## config.mk

```make
export PLATFORM = sky130hd
export DESIGN_NAME = mem_arbiter_flat
export DESIGN_NICKNAME = d
export VERILOG_FILES = /design/src/rtl/mem_arbiter_pkg.sv /design/src/rtl/mem_arbiter_if.sv /design/src/rtl/mem_arbiter.sv /design/src/flat_wrapper.sv
export SDC_FILE = /design/constraint.sdc
export NUM_CORES = 1
export LEC_CHECK = 0
export ABC_AREA = 1
export CORE_MARGIN = 3
export CORE_UTILIZATION = 53
export CTS_CLUSTER_SIZE = 14
export DETAILED_ROUTE_END_ITERATION = 12
export GPL_TIMING_DRIVEN = 0
export HOLD_SLACK_MARGIN = 0.03
export PLACE_DENSITY = 0.91
export SLEW_MARGIN = 0
export SYNTH_ARGS = -nofsm -noshare
export SYNTH_HDL_FRONTEND = slang
export SYNTH_SLANG_ARGS = --single-unit
```

## constraint.sdc

```tcl
create_clock -name clk -period 6 [get_ports clk]
set_clock_uncertainty 0.1 [all_clocks]
set_input_delay 1.2 -clock clk [delete_from_list [all_inputs] [get_ports clk]]
set_output_delay 1.2 -clock clk [all_outputs]
set_load 0.02 [all_outputs]
```

## src/rtl/mem_arbiter_pkg.sv

```systemverilog
// Shared constants for the byte-serial memory arbiter: FSM encodings, access
// lengths and small helpers used by the datapath.
package mem_arbiter_pkg;

    localparam logic [2:0] ST_IDLE   = 3'd0;
    localparam logic [2:0] ST_IF_RD  = 3'd1;
    localparam logic [2:0] ST_MEM_RD = 3'd2;
    localparam logic [2:0] ST_MEM_WR = 3'd3;
    localparam logic [2:0] ST_DONE   = 3'd4;

    localparam logic [1:0] LEN_BYTE = 2'b00;
    localparam logic [1:0] LEN_HALF = 2'b01;
    localparam logic [1:0] LEN_WORD = 2'b11;

    localparam logic [2:0] FETCH_BYTES = 3'd4;

    // 2'b10 is not a legal encoding but is served as a full word.
    function automatic logic [2:0] len_bytes(input logic [1:0] len);
        case (len)
            LEN_BYTE: return 3'd1;
            LEN_HALF: return 3'd2;
            default:  return 3'd4;
        endcase
    endfunction

    function automatic logic [31:0] merge_byte(input logic [31:0] word,
                                               input logic [1:0]  lane,
                                               input logic [7:0]  data);
        logic [31:0] r;
        r = word;
        r[{lane, 3'b000} +: 8] = data;
        return r;
    endfunction

endpackage

```

## src/rtl/mem_arbiter_if.sv

```systemverilog
// Pipeline request ports (IF fetch, MEM data) plus the byte-wide RAM port.
// Handshake: a requester raises req with stable fields and holds them until
// its done pulse; done is a single-cycle strobe, data is held until the next.
interface mem_arbiter_if #(parameter int RAM_ADDR_W = 17) ();

    logic                  if_req;
    logic [31:0]           if_addr;
    logic                  if_flush;
    logic                  if_done;
    logic [31:0]           if_inst;

    logic                  mem_req;
    logic                  mem_we;
    logic [31:0]           mem_addr;
    logic [1:0]            mem_len;
    logic [31:0]           mem_wdata;
    logic                  mem_done;
    logic [31:0]           mem_rdata;

    logic                  stallreq_if;
    logic                  stallreq_mem;

    logic [RAM_ADDR_W-1:0] ram_a;
    logic                  ram_wr;
    logic [7:0]            ram_dout;
    logic [7:0]            ram_din;

    modport slave (
        input  if_req, if_addr, if_flush,
        input  mem_req, mem_we, mem_addr, mem_len, mem_wdata,
        input  ram_din,
        output if_done, if_inst, mem_done, mem_rdata,
        output stallreq_if, stallreq_mem,
        output ram_a, ram_wr, ram_dout
    );

    modport master (
        output if_req, if_addr, if_flush,
        output mem_req, mem_we, mem_addr, mem_len, mem_wdata,
        output ram_din,
        input  if_done, if_inst, mem_done, mem_rdata,
        input  stallreq_if, stallreq_mem,
        input  ram_a, ram_wr, ram_dout
    );

endinterface

```

## src/rtl/mem_arbiter.sv

```systemverilog
// Shares one byte-wide synchronous RAM between instruction fetch and data
// access, serialising each request into little-endian byte cycles.
module mem_arbiter
    import mem_arbiter_pkg::*;
#(
    parameter int RAM_ADDR_W = 17
) (
    input  logic         clk,
    input  logic         rst,
    mem_arbiter_if.slave bus,
    output logic [2:0]   dbg_state
);

    logic [2:0]            state;
    logic [2:0]            cnt;
    logic [2:0]            nbytes;
    logic [RAM_ADDR_W-1:0] base;
    logic [31:0]           wdata_q;
    logic [31:0]           asm_q;

    logic                  if_done_q;
    logic                  mem_done_q;
    logic [31:0]           if_inst_q;
    logic [31:0]           mem_rdata_q;
    logic [RAM_ADDR_W-1:0] ram_a_q;
    logic                  ram_wr_q;
    logic [7:0]            ram_dout_q;

    logic [RAM_ADDR_W-1:0] byte_addr;
    logic [7:0]            wr_byte;
    logic [31:0]           asm_cap;
    logic                  addr_phase;
    logic                  cap_phase;
    logic                  last_cap;
    logic                  unused_addr_bits;

    // cnt counts edges since acceptance: address byte cnt goes out at the end
    // of cycle cnt, and the byte addressed two cycles earlier is on ram_din.
    assign byte_addr  = base + RAM_ADDR_W'(cnt);
    assign wr_byte    = wdata_q[{cnt[1:0], 3'b000} +: 8];
    assign asm_cap    = merge_byte(asm_q, cnt[1:0] - 2'd2, bus.ram_din);
    assign addr_phase = (cnt < nbytes);
    assign cap_phase  = (cnt >= 3'd2);
    assign last_cap   = (cnt == nbytes + 3'd1);

    assign unused_addr_bits = ^{bus.if_addr[31:RAM_ADDR_W], bus.mem_addr[31:RAM_ADDR_W]};

    always_ff @(posedge clk) begin
        if (rst) begin
            state       <= ST_IDLE;
            cnt         <= 3'd0;
            nbytes      <= 3'd0;
            base        <= '0;
            wdata_q     <= 32'd0;
            asm_q       <= 32'd0;
            if_done_q   <= 1'b0;
            mem_done_q  <= 1'b0;
            if_inst_q   <= 32'd0;
            mem_rdata_q <= 32'd0;
            ram_a_q     <= '0;
            ram_wr_q    <= 1'b0;
            ram_dout_q  <= 8'd0;
        end else begin
            ram_wr_q   <= 1'b0;
            if_done_q  <= 1'b0;
            mem_done_q <= 1'b0;
            case (state)
                ST_IDLE: begin
                    cnt   <= 3'd0;
                    asm_q <= 32'd0;
                    if (bus.mem_req) begin
                        base    <= bus.mem_addr[RAM_ADDR_W-1:0];
                        nbytes  <= len_bytes(bus.mem_len);
                        wdata_q <= bus.mem_wdata;
                        state   <= bus.mem_we ? ST_MEM_WR : ST_MEM_RD;
                    end else if (bus.if_req && !bus.if_flush) begin
                        base   <= bus.if_addr[RAM_ADDR_W-1:0];
                        nbytes <= FETCH_BYTES;
                        state  <= ST_IF_RD;
                    end
                end

                ST_IF_RD, ST_MEM_RD: begin
                    if (state == ST_IF_RD && bus.if_flush) begin
                        state <= ST_IDLE;
                    end else begin
                        cnt <= cnt + 3'd1;
                        if (addr_phase)
                            ram_a_q <= byte_addr;
                        if (cap_phase)
                            asm_q <= asm_cap;
                        if (last_cap) begin
                            state <= ST_DONE;
                            if (state == ST_IF_RD) begin
                                if_done_q <= 1'b1;
                                if_inst_q <= asm_cap;
                            end else begin
                                mem_done_q  <= 1'b1;
                                mem_rdata_q <= asm_cap;
                            end
                        end
                    end
                end

                ST_MEM_WR: begin
                    if (addr_phase) begin
                        ram_a_q    <= byte_addr;
                        ram_wr_q   <= 1'b1;
                        ram_dout_q <= wr_byte;
                        cnt        <= cnt + 3'd1;
                    end else begin
                        mem_done_q <= 1'b1;
                        state      <= ST_DONE;
                    end
                end

                // One dead cycle lets the served requester drop req unseen.
                ST_DONE: state <= ST_IDLE;

                default: state <= ST_IDLE;
            endcase
        end
    end

    assign bus.if_done      = if_done_q;
    assign bus.if_inst      = if_inst_q;
    assign bus.mem_done     = mem_done_q;
    assign bus.mem_rdata    = mem_rdata_q;
    assign bus.ram_a        = ram_a_q;
    assign bus.ram_wr       = ram_wr_q;
    assign bus.ram_dout     = ram_dout_q;
    assign bus.stallreq_if  = bus.if_req & ~if_done_q;
    assign bus.stallreq_mem = bus.mem_req & ~mem_done_q;
    assign dbg_state        = state;

endmodule

```

## src/flat_wrapper.sv

```systemverilog
// flat-port wrapper written by rule: the top's interface ports become plain ports
module mem_arbiter_flat import mem_arbiter_pkg::*;
#(
    parameter int RAM_ADDR_W = 17
)
  (clk, rst, dbg_state, bus_if_req, bus_if_addr, bus_if_flush, bus_mem_req, bus_mem_we, bus_mem_addr, bus_mem_len, bus_mem_wdata, bus_ram_din, bus_if_done, bus_if_inst, bus_mem_done, bus_mem_rdata, bus_stallreq_if, bus_stallreq_mem, bus_ram_a, bus_ram_wr, bus_ram_dout);
  mem_arbiter_if #(.RAM_ADDR_W(RAM_ADDR_W)) bus_i ();
  input  logic clk;
  input  logic rst;
  output logic [2:0] dbg_state;
  input wire logic [$bits(bus_i.if_req)-1:0] bus_if_req;
  input wire logic [$bits(bus_i.if_addr)-1:0] bus_if_addr;
  input wire logic [$bits(bus_i.if_flush)-1:0] bus_if_flush;
  input wire logic [$bits(bus_i.mem_req)-1:0] bus_mem_req;
  input wire logic [$bits(bus_i.mem_we)-1:0] bus_mem_we;
  input wire logic [$bits(bus_i.mem_addr)-1:0] bus_mem_addr;
  input wire logic [$bits(bus_i.mem_len)-1:0] bus_mem_len;
  input wire logic [$bits(bus_i.mem_wdata)-1:0] bus_mem_wdata;
  input wire logic [$bits(bus_i.ram_din)-1:0] bus_ram_din;
  output wire logic [$bits(bus_i.if_done)-1:0] bus_if_done;
  output wire logic [$bits(bus_i.if_inst)-1:0] bus_if_inst;
  output wire logic [$bits(bus_i.mem_done)-1:0] bus_mem_done;
  output wire logic [$bits(bus_i.mem_rdata)-1:0] bus_mem_rdata;
  output wire logic [$bits(bus_i.stallreq_if)-1:0] bus_stallreq_if;
  output wire logic [$bits(bus_i.stallreq_mem)-1:0] bus_stallreq_mem;
  output wire logic [$bits(bus_i.ram_a)-1:0] bus_ram_a;
  output wire logic [$bits(bus_i.ram_wr)-1:0] bus_ram_wr;
  output wire logic [$bits(bus_i.ram_dout)-1:0] bus_ram_dout;
  assign bus_i.if_req = bus_if_req;
  assign bus_i.if_addr = bus_if_addr;
  assign bus_i.if_flush = bus_if_flush;
  assign bus_i.mem_req = bus_mem_req;
  assign bus_i.mem_we = bus_mem_we;
  assign bus_i.mem_addr = bus_mem_addr;
  assign bus_i.mem_len = bus_mem_len;
  assign bus_i.mem_wdata = bus_mem_wdata;
  assign bus_i.ram_din = bus_ram_din;
  assign bus_if_done = bus_i.if_done;
  assign bus_if_inst = bus_i.if_inst;
  assign bus_mem_done = bus_i.mem_done;
  assign bus_mem_rdata = bus_i.mem_rdata;
  assign bus_stallreq_if = bus_i.stallreq_if;
  assign bus_stallreq_mem = bus_i.stallreq_mem;
  assign bus_ram_a = bus_i.ram_a;
  assign bus_ram_wr = bus_i.ram_wr;
  assign bus_ram_dout = bus_i.ram_dout;
  mem_arbiter #(.RAM_ADDR_W(RAM_ADDR_W)) u_core (.clk(clk), .rst(rst), .bus(bus_i), .dbg_state(dbg_state));
endmodule
```

==> flow_summary.yaml, run 1 <==
sta:
  period_needed_ns: 3.99
  hold_viol_final: 0
  slew_violations: 0
  tightest_slew_ns: 0.694
  finalSetupTns_ns: 0
  max_freq_ghz: 0.250
  grt_setup_unrepaired: "no"
  relSlewSlack: 0.537
  period_share: 0.666
  finalSetupViolations: 0
floorplanning:
  die_h_um: 129
  start_util: 0.550
  dieArea_um2: 16800
  rows: 44
  coreArea_um2: 14700
  num_io_pins: 209
  die_x_um: 129
cts:
  cts_tree: "done"
  postCtsSetupBuffers: 0
  holdBufCountCts: 0
  h-tree-depth: 4
  clkSlewWorstSetupHoldPaths_ns: 0.07
  clock_path_buffers: 2
  cts-root-buf: "clkbuf_16"
  cts.repair.resized: 0
  cts.sinks: 182
  numCtsBuffers: 17
  worstSkewPairLatency_ns: 0.43
power_and_ir_drop:
  power_density_nw_per_um2: 437
  p_leak_nw: 4.18
  power.total_mw: 4.66
  ir_drop_uv: 303
placement:
  placed_cells_incl_taps: 1469
  gp_congestion: 0.994
  dp_hpwl_um: 18500
  portBuffers: 176
  dpl_cell_area_um2: 10100
synth:
  syn_nets: 1235
  seq_area_frac_synth: 0.451
  yosysWarnings: 0
  synth_edf_count: 0
  synth.cell_area_um2: 8080
  synth-seq-cells: 182
  syn_inst: 1109
  async_flop_share: 0
  synth.distinct_cells: 33
  synth.avg_cell_area_um2: 7.29
  synth_ff_type: "dfxtp_1"
worst_setup_path:
  path_max_fanout: 10
  crit_arrival_ns: 2.69
  cp-end-kind: "output port"
  required_ns: 4.70
  critPathLaunchType: "input pin"
  critPathKind: "input pin to output port"
layout:
  nFillCells: 1101
  num-nets-final: 1430
  post-route-util: 0.725
  final_cell_mix: "nand2_1 (184), dfxtp_1 (182), clkdlybuf4s50_1 (176), nor2_1 (141), o21ai_0 (124)"
  layout-drive-gt1-share: 0.0615
  finalInstanceArea_um2: 10700
  syn_to_final_growth_pct: 32.0
  final_common_cell: "nand2_1"
  final_cells: 1501
  diodes: 0
drt:
  vias: 8663
  wl_per_cell_um: 16.9
  drc_errors: 0
  wirelength_um: 25300
  drt_pass1_iterations: 5
  ant_nets: 0
  dr.first_iter.drc_count: 806
  vias_per_cell: 5.77
global_routing:
  grt_pass1_vias: 8166
  grt_overflow: 0
  grt_pass1_wl_um: 40000
  grt_max_degree: 17
  grt_antenna_before_repair: 0
  grtUsageTotal: 0.299
run_status:
  status: "finished, final reports clean"
hold_path:
  hold_path_class: "flop to flop"
flow_run:
  max_cap_violations: 0
==> critical path, cell delays in order <==
cell	delay, ns
buf_2	0.16
inv_1	0.10
buf_2	0.24
buf_1	0.37
nor2_1	0.07
clkdlybuf4s50_1	0.54
==> power breakdown <==
group	total [mW]	switching (mW)	leakage (nW)	internal, mW
Combinational	1.92	1.29	2.41	0.630
Sequential	1.60	0.167	1.48	1.43
Clock	1.13	0.478	0.290	0.654
Total	4.66	1.94	4.18	2.72
==> synthesized netlist by cell type (all sizes together) (13+ instances only) <==
library cell,count,share of area
nor2,147,0.072
nand3,63,0.042
a21oi,107,0.066
nand2,187,0.088
o21ai,125,0.078
ha,13,0.020
dfxtp,182,0.45
nand4,33,0.026
inv,98,0.046
clkbuf,38,0.018
o22ai,29,0.022
a31oi,21,0.016
buf,37,0.027
==> flip-flops by register name, summed over array words and instances (netlist names), 8 cells and up <==
register              flops
u_core.wdata_q           32
u_core.bus.ram_a         17
u_core.bus.if_inst       32
u_core.bus.ram_dout       8
u_core.bus.mem_rdata     32
u_core.asm_q             32
u_core.base              17
==> layer usage <==
metal / share of wire / GRT usage / vias to the layer above
met3: 0.087 / 0.0660 / 95
li1: - / - / 4087
met1: 0.40 / 0.385 / 4038
met2: 0.46 / 0.478 / 443
met4: 0.044 / 0.147 / 0
met5: 0 / 0 / -
==> worst paths after layout <==
| check | start | to | slack (ns) | depth (start not counted) |
|---|---|---|---|---|
| min reg2reg | u_core.bus.if_inst[13] | u_core.bus.if_inst[13] | 0.36 | 2 |
| max | bus_mem_req | bus_stallreq_mem | 2.01 | 6 |
| min | u_core.bus.if_inst[13] | u_core.bus.if_inst[13] | 0.36 | 2 |
| max reg2reg | u_core.cnt[0] | u_core.asm_q[1] | 2.78 | 9 |
==> final cells by class <==
class	instances	area [um2]	share of cell area
Inverter	98	368	0.0345
Tap cell	184	230	0.0216
Timing Repair Buffer	176	1760	0.165
Multi-Input combinational cell	754	3710	0.348
Buffer	75	359	0.0337
Sequential cell	182	3640	0.342
Clock buffer	19	433	0.0406
Clock inverter	13	158	0.0148
==> per-stage QoR <==
| step | hold WS, ns | setup WS [ns] |
|---|---|---|
| CTS | 0.363 | 2.02 |
| global placement | 0.343 | 2.03 |
| finish | 0.361 | 2.01 |
| global route | 0.379 | 1.91 |
| detailed placement | 0.350 | 2.03 |
| floorplan | 0.330 | 2.62 |
==> kinds of logic (layout without fill, tap and decap cells) <==
logic type / after synthesis / count (layout) / synth area share
xor gates and xnor gates: 5 / 5 / 0.00542
DFF: 182 / 182 / 0.451
AOI/OAI and AO/OA: 291 / 291 / 0.192
buffers and inverters: 173 / 381 / 0.0900
adders and majority gates: 14 / 14 / 0.0226
and+or+nand+nor: 444 / 444 / 0.239
(Power assumes the default switching activity.)
==> inputs of run 2 (changes only) <==
- CORE_UTILIZATION: 53 -> 44
- PLACE_DENSITY: 0.91 -> 0.81
- clock period: 6 -> 3.3 ns (I/O delays scaled with it)
==> flow_summary.yaml, run 2 (synthesized netlist as in run 1, its figures left out) <==
drt:
  wl_per_cell_um: 16.6
  dr.first_iter.drc_count: 811
  vias: 8432
  ant_nets: 0
  drc_errors: 0
  wirelength_um: 25600
  vias_per_cell: 5.47
  drt_pass1_iterations: 6
cts:
  cts.sinks: 182
  cts_tree: "done"
  clkSlewWorstSetupHoldPaths_ns: 0.07
  cts-root-buf: "clkbuf_16"
  numCtsBuffers: 17
  clock_path_buffers: 2
  holdBufCountCts: 0
  worstSkewPairLatency_ns: 0.43
  h-tree-depth: 4
power_and_ir_drop:
  p_clk_frac: 0.249
  sequentialPowerShare: 0.340
  p_comb_frac: 0.411
  switching_share: 0.416
  power_density_nw_per_um2: 798
  ir_drop_uv: 640
  switching_power_mw: 3.56
  p_leak_nw: 4.18
  p_int_mw: 5.01
layout:
  post-route-util: 0.608
  diodes: 0
  final_cell_mix: "nand2_1 (184), dfxtp_1 (182), clkdlybuf4s50_1 (176), nor2_1 (141), o21ai_0 (124)"
  syn_to_final_growth_pct: 32.9
  nFillCells: 1572
  multi_input_area_um2: 3710
  regArea_um2: 3640
  final_common_cell: "nand2_1"
  num-nets-final: 1430
  layout-drive-gt1-share: 0.0630
floorplanning:
  start_util: 0.458
  num_io_pins: 209
  coreArea_um2: 17700
  dieArea_um2: 20000
  die_h_um: 142
  die_x_um: 142
  rows: 48
sta:
  finalWorstSetupSlack_ns: 0.389
  max_freq_ghz: 0.344
  grt_setup_unrepaired: "no"
  relSlewSlack: 0.537
  tightest_slew_ns: 0.694
  finalSetupTns_ns: 0
  hold_viol_final: 0
  period_share: 0.882
  period_needed_ns: 2.91
  slew_violations: 0
  finalSetupViolations: 0
worst_setup_path:
  critPathLaunchType: "input pin"
  cp-end-kind: "output port"
  crit_arrival_ns: 2.15
  cp_slowest_stage_delay_ns: 0.55
  required_ns: 2.54
  path_common_cell: "buf_2"
  path_max_fanout: 10
  critPathBufInv: 5
  cp_cell_sequence: "buf_2 > inv_1 > buf_2 > buf_1 > nor2_1 > clkdlybuf4s50_1"
  cp_top_family: "buffers and inverters"
  crit_path_top_delay_cell: "clkdlybuf4s50_1"
  critPathKind: "input pin to output port"
global_routing:
  grt_overflow: 0
  grtUsageTotal: 0.252
  grt_pass1_wl_um: 40600
  grt_pass1_vias: 8058
  grt_antenna_before_repair: 0
  grt_max_degree: 17
hold_path:
  hold_path_class: "flop to flop"
run_status:
  status: "finished, final reports clean"
flow_run:
  max_cap_violations: 0
placement:
  gp_congestion: 0.944
  portBuffers: 176
  dp_hpwl_um: 18800
  post-place-ws_ns: 0.236
[run 2: cell types whose count changed in the layout (fill, tap and decap cells not counted), sizes merged]
cell      before  now
inv           98   99
buf           37   36
clkinvlp       1    4
clkbuf        57   60
clkinv         9    3
[run 2: repair_timing]
item                                    in CTS  in global routing
buffers inserted                             0                  0
endpoints found under the setup margin       0                 19
resized for setup                            0                  1
[run 2: through the flow]
stage | std cells | cell area [um2] | hold WS (ns) | power, mW
finish | 1542 | 10700 | 0.356 | 8.57
global placement | 1510 | 10100 | 0.344 | 6.28
detailed placement | 1510 | 10100 | 0.348 | 6.36
global route | 1542 | 10700 | 0.375 | 9.06
CTS | 1542 | 10700 | 0.359 | 8.51
floorplan | 1109 | 8080 | 0.330 | 5.12
[run 2: cell type report]
type	count	area share
multi-input cells	754	0.345
flip-flops and latches	182	0.339
repair buffers	176	0.164
clock buffers	21	0.0438
inverters	98	0.0342
plain buffers	75	0.0335
well taps	225	0.0262
clock inverters	11	0.0137
[run 2: power by group through the flow]
| stage | combinational, mW | clock (mW) | sequential [mW] |
|---|---|---|---|
| after floorplan | 2.07 | 0 | 3.05 |
| after global placement | 3.35 | 0 | 2.93 |
| after detailed placement | 3.42 | 0 | 2.94 |
| after CTS | 3.47 | 2.14 | 2.90 |
| after global routing | 3.88 | 2.23 | 2.95 |
| final | 3.52 | 2.13 | 2.92 |
[run 2: per-layer routing]
metal,part of all wire,vias up,wire (um),GRT usage
li1,-,4082,-,-
met1,0.44,3926,11200,0.332
met2,0.45,354,11600,0.404
met3,0.083,70,2140,0.0586
met4,0.027,0,697,0.0939
met5,0,-,0,0
[run 2: final timing paths]
path                            from            endpoint  slack (ns)  cells after the start
setup / recovery         bus_mem_req    bus_stallreq_mem        0.39                      6
hold / removal    u_core.wdata_q[19]  u_core.wdata_q[19]        0.36                      2
setup reg to reg       u_core.cnt[0]     u_core.asm_q[3]        0.41                      9
hold reg to reg   u_core.wdata_q[19]  u_core.wdata_q[19]        0.36                      2
[run 2: worst min-delay path: cells and delay by family, from the launching register on]
family	cells	cell delay, ns
flops	1	0.30
buf+inv	1	0.06
compound gates	1	0.05
